`config.mk`:
```
export PLATFORM = sky130hd
export DESIGN_NAME = temp_delta_filter
export DESIGN_NICKNAME = d
export VERILOG_FILES = /design/src/rtl/temp_pkg.sv /design/src/rtl/temp_alarm_hyst.sv /design/src/rtl/temp_delta_filter.sv
export SDC_FILE = /design/constraint.sdc
export NUM_CORES = 1
export LEC_CHECK = 0
export ABC_CLOCK_PERIOD_IN_PS = 7400
export CAP_MARGIN = 10
export CORE_ASPECT_RATIO = 1.5
export CORE_UTILIZATION = 40
export CTS_BUF_LIST = sky130_fd_sc_hd__clkbuf_8
export CTS_CLUSTER_SIZE = 10
export DETAILED_ROUTE_END_ITERATION = 6
export GPL_TIMING_DRIVEN = 0
export SLEW_MARGIN = 40
export SYNTH_ARGS = -nofsm -noshare
export SYNTH_HDL_FRONTEND = slang
export SYNTH_SLANG_ARGS = --single-unit
```
`constraint.sdc`:
```
create_clock -name lf_clk -period 7.4 [get_ports lf_clk]
set_clock_uncertainty 0.2 [all_clocks]
set_input_delay 1.48 -clock lf_clk [delete_from_list [all_inputs] [get_ports lf_clk]]
set_output_delay 1.48 -clock lf_clk [all_outputs]
set_load 0.05 [all_outputs]
```
`src/rtl/temp_pkg.sv`:
```
// Shared types and constants for the temperature delta filter.
package temp_pkg;

  localparam int unsigned DELTA_W = 8;

  localparam logic [DELTA_W-1:0] MIN_RST = 8'hFF;
  localparam logic [DELTA_W-1:0] MAX_RST = 8'h00;

  typedef enum logic [1:0] {
    IDLE,
    DISCARD,
    ACCUM
  } filt_state_e;

endpackage

```
`src/rtl/temp_alarm_hyst.sv`:
```
// Hysteretic over-threshold alarm; re-evaluated only when update is strobed.
module temp_alarm_hyst
  import temp_pkg::*;
(
  input  logic               lf_clk,
  input  logic               rst,
  input  logic               update,
  input  logic [DELTA_W-1:0] value,
  input  logic [DELTA_W-1:0] thr_hi,
  input  logic [DELTA_W-1:0] thr_lo,
  output logic               alarm
);

  logic alarm_d, alarm_q;

  // Equality with either threshold leaves the flag unchanged.
  always_comb begin
    alarm_d = alarm_q;
    if (update) begin
      if (value > thr_hi) begin
        alarm_d = 1'b1;
      end else if (value < thr_lo) begin
        alarm_d = 1'b0;
      end
    end
  end

  always_ff @(posedge lf_clk or posedge rst) begin
    if (rst) begin
      alarm_q <= 1'b0;
    end else begin
      alarm_q <= alarm_d;
    end
  end

  assign alarm = alarm_q;

endmodule

```
`src/rtl/temp_delta_filter.sv`:
```
// Drops the first sample after enable, averages 2^AVG_LOG2 deltas and tracks
// min/max, overrun and an over-temperature alarm on the averages.
module temp_delta_filter
  import temp_pkg::*;
#(
  parameter int unsigned AVG_LOG2 = 2
) (
  input  logic               lf_clk,
  input  logic               rst,
  input  logic               en,
  input  logic [DELTA_W-1:0] delta,
  input  logic               delta_valid,
  input  logic [DELTA_W-1:0] thr_hi,
  input  logic [DELTA_W-1:0] thr_lo,
  input  logic               clr,
  output logic [DELTA_W-1:0] avg,
  output logic               avg_valid,
  input  logic               avg_ready,
  output logic [DELTA_W-1:0] min_val,
  output logic [DELTA_W-1:0] max_val,
  output logic               alarm,
  output logic               overrun
);

  localparam int unsigned ACC_W = DELTA_W + AVG_LOG2;
  localparam int unsigned CNT_W = AVG_LOG2 + 1;
  localparam logic [CNT_W-1:0] CNT_LAST = CNT_W'((1 << AVG_LOG2) - 1);

  filt_state_e        state_q;
  logic [ACC_W-1:0]   acc_q, sum;
  logic [CNT_W-1:0]   cnt_q;
  logic [DELTA_W-1:0] avg_q, min_q, max_q;
  logic [DELTA_W-1:0] avg_new, min_base, max_base;
  logic               avg_valid_q, overrun_q;
  logic               accept, complete, ovr_evt;

  always_comb begin
    // Dropping en wins over a coincident sample.
    accept   = (state_q == ACCUM) && en && delta_valid;
    complete = accept && (cnt_q == CNT_LAST);
    sum      = acc_q + ACC_W'(delta);
    avg_new  = DELTA_W'(sum >> AVG_LOG2);
    ovr_evt  = complete && avg_valid_q && !avg_ready;
    // clr restarts tracking; a same-cycle completion then becomes both min and max.
    min_base = clr ? MIN_RST : min_q;
    max_base = clr ? MAX_RST : max_q;
  end

  always_ff @(posedge lf_clk or posedge rst) begin
    if (rst) begin
      state_q     <= IDLE;
      acc_q       <= '0;
      cnt_q       <= '0;
      avg_q       <= '0;
      avg_valid_q <= 1'b0;
      min_q       <= MIN_RST;
      max_q       <= MAX_RST;
      overrun_q   <= 1'b0;
    end else begin
      case (state_q)
        IDLE:    if (en) state_q <= DISCARD;
        DISCARD: begin
          if (!en) begin
            state_q <= IDLE;
          end else if (delta_valid) begin
            state_q <= ACCUM;
          end
        end
        ACCUM:   if (!en) state_q <= IDLE;
        default: state_q <= IDLE;
      endcase

      if (!en || complete) begin
        acc_q <= '0;
        cnt_q <= '0;
      end else if (accept) begin
        acc_q <= sum;
        cnt_q <= cnt_q + CNT_W'(1);
      end

      if (complete) begin
        avg_q       <= avg_new;
        avg_valid_q <= 1'b1;
        min_q       <= (avg_new < min_base) ? avg_new : min_base;
        max_q       <= (avg_new > max_base) ? avg_new : max_base;
      end else begin
        if (avg_valid_q && avg_ready) begin
          avg_valid_q <= 1'b0;
        end
        min_q <= min_base;
        max_q <= max_base;
      end

      if (ovr_evt) begin
        overrun_q <= 1'b1;
      end else if (clr) begin
        overrun_q <= 1'b0;
      end
    end
  end

  temp_alarm_hyst u_alarm (
    .lf_clk (lf_clk),
    .rst    (rst),
    .update (complete),
    .value  (avg_new),
    .thr_hi (thr_hi),
    .thr_lo (thr_lo),
    .alarm  (alarm)
  );

  assign avg       = avg_q;
  assign avg_valid = avg_valid_q;
  assign min_val   = min_q;
  assign max_val   = max_q;
  assign overrun   = overrun_q;

endmodule

```
=== Yosys cells after proc, flatten, opt, wreduce, memory -nomap -nowiden ===
Cells that the tools add are included.

* Output and inout bits: 27
* Memory bits (read-only): 0
* Word-level logic and storage cells: 58
* Memory bits (writable): 0
* Register bits after elaboration: 42
* Memories: 0
* Bits in latches: 0

* Divide/modulo/power cells: 0
* Shifts and indexed selects: 0
* Muxes and demuxes: 21
* $add $sub $neg: 2
* Multipliers: 0
* Reductions and logical operators: 16
* Bitwise logic cells: 0
* $lt $le $gt $ge: 4
* Eq/ne operators: 6

{| class="wikitable"
|+ Operators by type and width
! kind !! number
|-
| 8-bit two-way mux || 6
|-
| 10-bit two-way mux || 2
|-
| 8-bit greater-than comparator || 2
|-
| 8-bit less-than comparator || 2
|-
| 10-bit by 8-bit adder with 10-bit output || 1
|-
| 2-bit two-way mux || 4
|-
| 2-bit nonzero test || 4
|-
| 1-bit logical AND || 6
|-
| 1-bit two-way mux || 6
|-
| 3-bit two-way mux || 2
|-
| 2-bit case mux with 3 select lines || 1
|-
| 2-bit inequality test, second input constant || 2
|-
| 3-bit by 1-bit adder with 3-bit output, second input constant || 1
|-
| 3-bit by 2-bit equality test with 1-bit output, second input constant || 1
|-
| 3-bit inequality test, second input constant || 1
|-
| 3-bit AND reduction || 1
|-
| 2-bit by 1-bit equality test with 1-bit output, second input constant || 1
|-
| 2-bit equality test, second input constant || 1
|-
| 1-bit zero test || 2
|-
| 2-bit zero test || 1
|-
| 2-bit AND reduction || 1
|-
| 1-bit logical OR || 1
|}

=== Longest topological paths before layout ===
Gate-level depths: netlist of run 1.

* Depth after elaboration: 7
* Gate-level depth with buffers: 16

=== Modules after synthesis ===
A second synthesis of run 1 with hierarchy kept.

* Cell total of the unflattened synthesis: 295
* Area total of the unflattened synthesis: 2905.3 µm²

{| class="wikitable"
|+ By module, submodules not included
! module !! cells each !! area an instance (µm²) !! instances !! sequential area each (µm²)
|-
| temp_delta_filter || 239 || 2477.4 || 1 || 1036.0
|-
| temp_alarm_hyst || 56 || 427.9 || 1 || 25.0
|}

=== Worst setup path before layout of run 1 ===
OpenSTA, ideal clock, no wires.

* Path type: input port to flip-flop
* Start point: input delta[0]
* End point: register max_q[0], in the netlist max_val[0]
* Slack: 2.356 ns
* Buffers on the path: 0
* Stages on the path: 15
* Setup time: 0.079 ns
* Arrival time: 4.765 ns
* Path through: ha_1 -> fa_1 -> a21o_1 -> a21oi_1 -> xor2_1 -> inv_1 -> ha_1 -> o21ai_0 -> a21oi_1 -> o41ai_1 -> nand2_1 -> a211oi_1 -> nor3_1 -> a31oi_4 -> mux2i_1

* Longest elaborated chain between the ends: 4

{| class="wikitable"
|+ Ends and longest elaborated chain
! item !! RTL line !! RTL
|-
| from (decl) || temp_delta_filter.sv:11 || <nowiki>input logic [DELTA_W-1:0] delta,</nowiki>
|-
| 10-bit by 8-bit adder with 10-bit output || temp_delta_filter.sv:41 || <nowiki>sum = acc_q + ACC_W'(delta);</nowiki>
|-
| named net sum[4] || temp_delta_filter.sv:30 || <nowiki>logic [ACC_W-1:0] acc_q, sum;</nowiki>
|-
| 8-bit greater-than comparator || temp_delta_filter.sv:85 || <nowiki>max_q <= (avg_new > max_base) ? avg_new : max_base;</nowiki>
|-
| 8-bit two-way mux || temp_delta_filter.sv:85 ||
|-
| 8-bit two-way mux || temp_delta_filter.sv:81 || <nowiki>if (complete) begin</nowiki>
|-
| to (signal assigned) || temp_delta_filter.sv:85 ||
|-
| to (signal assigned) || temp_delta_filter.sv:91 || <nowiki>max_q <= max_base;</nowiki>
|-
| to (decl) || temp_delta_filter.sv:32 || <nowiki>logic [DELTA_W-1:0] avg_q, min_q, max_q;</nowiki>
|}

The timed path passes the listed nets, and every way through them passes these cells.
A chain may end at the register's enable or synchronous reset.

=== Worst setup path in the final report of run 1 ===
* Start point: input delta[0]
* End point: register max_q[3], in the netlist max_val[3]

The elaborated chain is that of the path after synthesis.

==> flow_metrics.py, run 1 <==
metrics = {
    "run_status": {
        "status": "completed",
    },
    "place": {
        "portBuffers": 56,
        "gp_congestion": 0.866,
        "placed_cell_area_sq_um": 3580,
        "dp_hpwl_um": 5430,
        "dpl.cell_count": 452,
    },
    "die": {
        "initial_utilization_pct": 41.7,
        "dieWidth_um": 71.5,
        "core_sq_um": 6940,
        "rows": 37,
        "die_y_um": 106,
        "dieArea_sq_um": 7600,
        "ios": 57,
    },
    "timing": {
        "maxSlewHeadroom_pct": 57.7,
        "period_minus_slack_ps": 5720,
        "hold_violations": 0,
        "max_slew.worst_pin.slew_ps": 633,
        "grt_setup_unrepaired": "false",
        "finalCritPeriodShare_pct": 77.2,
        "max_freq_mhz": 175,
        "setup_violations": 0,
        "finalMaxSlewViolations": 0,
        "timing.setup.tns_ps": 0,
    },
    "drt": {
        "drt_iter0_markers": 88,
        "vias_per_cell": 5.55,
        "drt_pass1_iterations": 4,
        "drc_errors": 0,
        "wl_per_cell_um": 15.3,
        "postRouteAntennaNets": 0,
        "vias": 2552,
        "wl_um": 7060,
    },
    "synthesis": {
        "syn_nets": 382,
        "yosysWarningCount": 0,
        "synth_area_leader_cell": "dfrtp_1",
        "ys.flop_type": "dfrtp_1",
        "synth-seq-area-share_pct": 36.6,
        "synth.top_cells.by_area": "dfrtp_1 (29%), ha_1 (15%), dfstp_2 (7.3%)",
        "ys_ff_latch": 42,
        "netlist.area_leader.share_pct": 29.3,
        "syn_inst": 317,
        "async_flop_share_pct": 100,
        "synth-edff-count": 0,
        "synth_cell_types": 55,
        "syn_area_sq_um": 2900,
        "synth_area_per_cell_sq_um": 9.15,
    },
    "setup_path": {
        "path_max_fanout": 6,
        "crit_type": "input pin to register",
        "worstPathArrival_ps": 5730,
        "critPathLaunchType": "input pin",
        "rr_endpoint": "max_val[3]$_DFF_PP0_",
        "critPathSlowestCell": "fa_1",
        "worstSetupEndpointType": "register",
        "ff2ff_setup_slack_ps": 2890,
        "rr_worst_depth": 15,
        "slowest_delay_ps": 450,
        "cp.required_ps": 7410,
        "crit_chain": "clkdlybuf4s50_1 > ha_1 > fa_1 > a21o_1 > a21oi_1 > xor2_1 > inv_1 > ha_1 > o21ai_0 > a21oi_1 > o41ai_2 > nand2_1 > a211oi_1 > nor3_1 > a31oi_4 > mux2i_1",
        "r2r-start": "acc_q[0]$_DFFE_PP0P_",
    },
    "global_route": {
        "grtUsageTotal_pct": 19.9,
        "grt_pass1_vias": 2525,
        "antenna_found_initial": 0,
        "grt-ovfl-total": 0,
        "grt_pass1_wl_um": 11600,
        "grt_max_degree": 29,
    },
    "hold_path": {
        "hold_depth": 2,
        "hp-class": "register to register",
        "worstHoldStart": "avg[3]$_DFFE_PP0P_",
        "hold-path-endpoint": "avg[3]$_DFFE_PP0P_",
    },
    "clock_tree": {
        "worstSkewPairLatency_ps": 300,
        "cts-resized-gates": 0,
        "cts_tree": "done",
        "clk_pin_slew_worst_paths_ps": 80,
        "cts_sinks": 42,
        "ctsHoldBuffers": 0,
        "cts-root-buf": "clkbuf_8",
        "h-tree-depth": 2,
        "numCtsBuffers": 5,
        "cts_buffer_depth": 2,
        "cts_setup_buffers": 0,
    },
    "final_layout": {
        "register_area_sq_um": 1060,
        "postLayoutCoreUtil_pct": 53.0,
        "layout.nets": 446,
        "final_area_sq_um": 3680,
        "layout_common_cells": "clkdlybuf4s50_1 (56), nand2_1 (36), ha_1 (34), dfrtp_1 (34), inv_1 (30)",
        "final_common_cell": "clkdlybuf4s50_1",
        "multi_input_area_sq_um": 1690,
        "fin_cells": 460,
        "nFillCells": 665,
        "drive_gt1_share_pct": 7.59,
        "diodes": 0,
        "area_growth_pct": 27.0,
    },
    "power": {
        "p_total_mw": 0.470,
        "max-vdd-ir-drop_uv": 101,
        "power_density_nw_per_um2": 128,
        "power_leakage_nw": 1.78,
    },
    "flow_run": {
        "maxCapViolCount": 0,
    },
}
[area by class of cell]
type,instances,share of cell area (%)
plain buffers,9,1.33
clock buffers,5,1.87
clock inverters,3,0.476
inverters,31,3.23
multi-input cells,235,45.9
flip-flops and latches,42,28.8
well taps,78,2.65
repair buffers,57,15.8
[flip-flops by register name, summed over array words and instances (netlist names)]
| signal | count |
|---|---|
| u_alarm.alarm | 1 |
| avg | 8 |
| cnt_q | 3 |
| avg_valid | 1 |
| min_val | 8 |
| overrun | 1 |
| max_val | 8 |
| acc_q | 10 |
| state_q | 2 |
[routing by layer]
metal | track usage (%) | part of all wire (%)
met5 | 0 | 0
met1 | 23.4 | 43
met2 | 35.1 | 50
met3 | 2.65 | 4.0
met4 | 9.38 | 3.5
[cells in the mapped netlist (3+ instances only)]
master and count:
nand2_1 36, dfrtp_1 34, ha_1 34, inv_1 30, o21ai_0 27, nor2_1 21, a21oi_1 16, mux2i_1 11
dfstp_2 8, nor3_1 7, clkbuf_1 6, nand3_1 6, a211oi_1 5, nor2b_1 5, xor2_1 5, a21o_1 4
a22o_1 4, a31oi_1 4, o21a_1 4, nand2b_1 3, nand4_1 3
[metrics by stage]
stage	worst slack [ps]	hold slack, ps
6_report	1680	289
5_1_grt	1300	315
4_1_cts	1390	292
3_5_place_dp	1110	272
3_3_place_gp	1170	261
2_1_floorplan	2360	250
[power by group]
part	total, mW	leakage [nW]	switching, mW	internal, mW
combinational	0.0888	1.17	0.0503	0.0385
sequential	0.233	0.557	0.00110	0.231
clock	0.148	0.0493	0.0828	0.0653
total	0.470	1.78	0.134	0.335
[worst max-delay path by stage]
stage | from | endpoint | depth (start not counted)
finish | delta[0] | max_val[3]$_DFF_PP0_ | 16
global route | delta[0] | max_val[3]$_DFF_PP0_ | 16
CTS | delta[0] | max_val[2]$_DFF_PP0_ | 16
detailed placement | delta[0] | max_val[2]$_DFF_PP0_ | 16
global placement | delta[0] | max_val[1]$_DFF_PP0_ | 16
floorplan | delta[0] | max_val[0]$_DFF_PP0_ | 15
[cells by family after synthesis]
| logic type | share of synthesized area (%) |
|---|---|
| flip-flops | 36.6 |
| buffers and inverters | 5.70 |
| AO/OA/AOI/OAI | 19.9 |
| AND/OR/NAND/NOR | 15.5 |
| adder cells (fa/ha/maj) | 16.1 |
| XOR/XNOR | 2.37 |
| multiplexers | 3.80 |
[critical path, delay by kind of cell]
| family | cells | cell delay (ps) |
|---|---|---|
| mux | 1 | 220 |
| buf+inv | 2 | 660 |
| simple gates | 2 | 230 |
| fa+ha+maj | 3 | 1050 |
| xor+xnor | 1 | 430 |
| compound gates | 7 | 1640 |
Power figures use the tool's default switching activity.
==> inputs of run 2 (changes only) <==
--- a/config.mk
+++ b/config.mk
@@ -5,7 +5,7 @@
 export SDC_FILE = /design/constraint.sdc
 export NUM_CORES = 1
 export LEC_CHECK = 0
-export ABC_CLOCK_PERIOD_IN_PS = 7400
+export ABC_CLOCK_PERIOD_IN_PS = 5900
 export CAP_MARGIN = 10
 export CORE_ASPECT_RATIO = 1.5
 export CORE_UTILIZATION = 40
==> constraint.sdc (replaced) <==
create_clock -name lf_clk -period 5.9 [get_ports lf_clk]
set_clock_uncertainty 0.2 [all_clocks]
set_input_delay 1.18 -clock lf_clk [delete_from_list [all_inputs] [get_ports lf_clk]]
set_output_delay 1.18 -clock lf_clk [all_outputs]
set_load 0.05 [all_outputs]
==> results of run 2 <==
Same layout as run 1 (identical final DEF). Status: completed.
Among the figures that moved: setup slack after placement 1110 ps -> -90.4 ps; setup slack after layout 1680 ps -> 485 ps; register-to-register setup slack 2890 ps -> 1390 ps; total power 0.470 mW -> 0.589 mW; worst IR drop on VDD 101 uV -> 127 uV
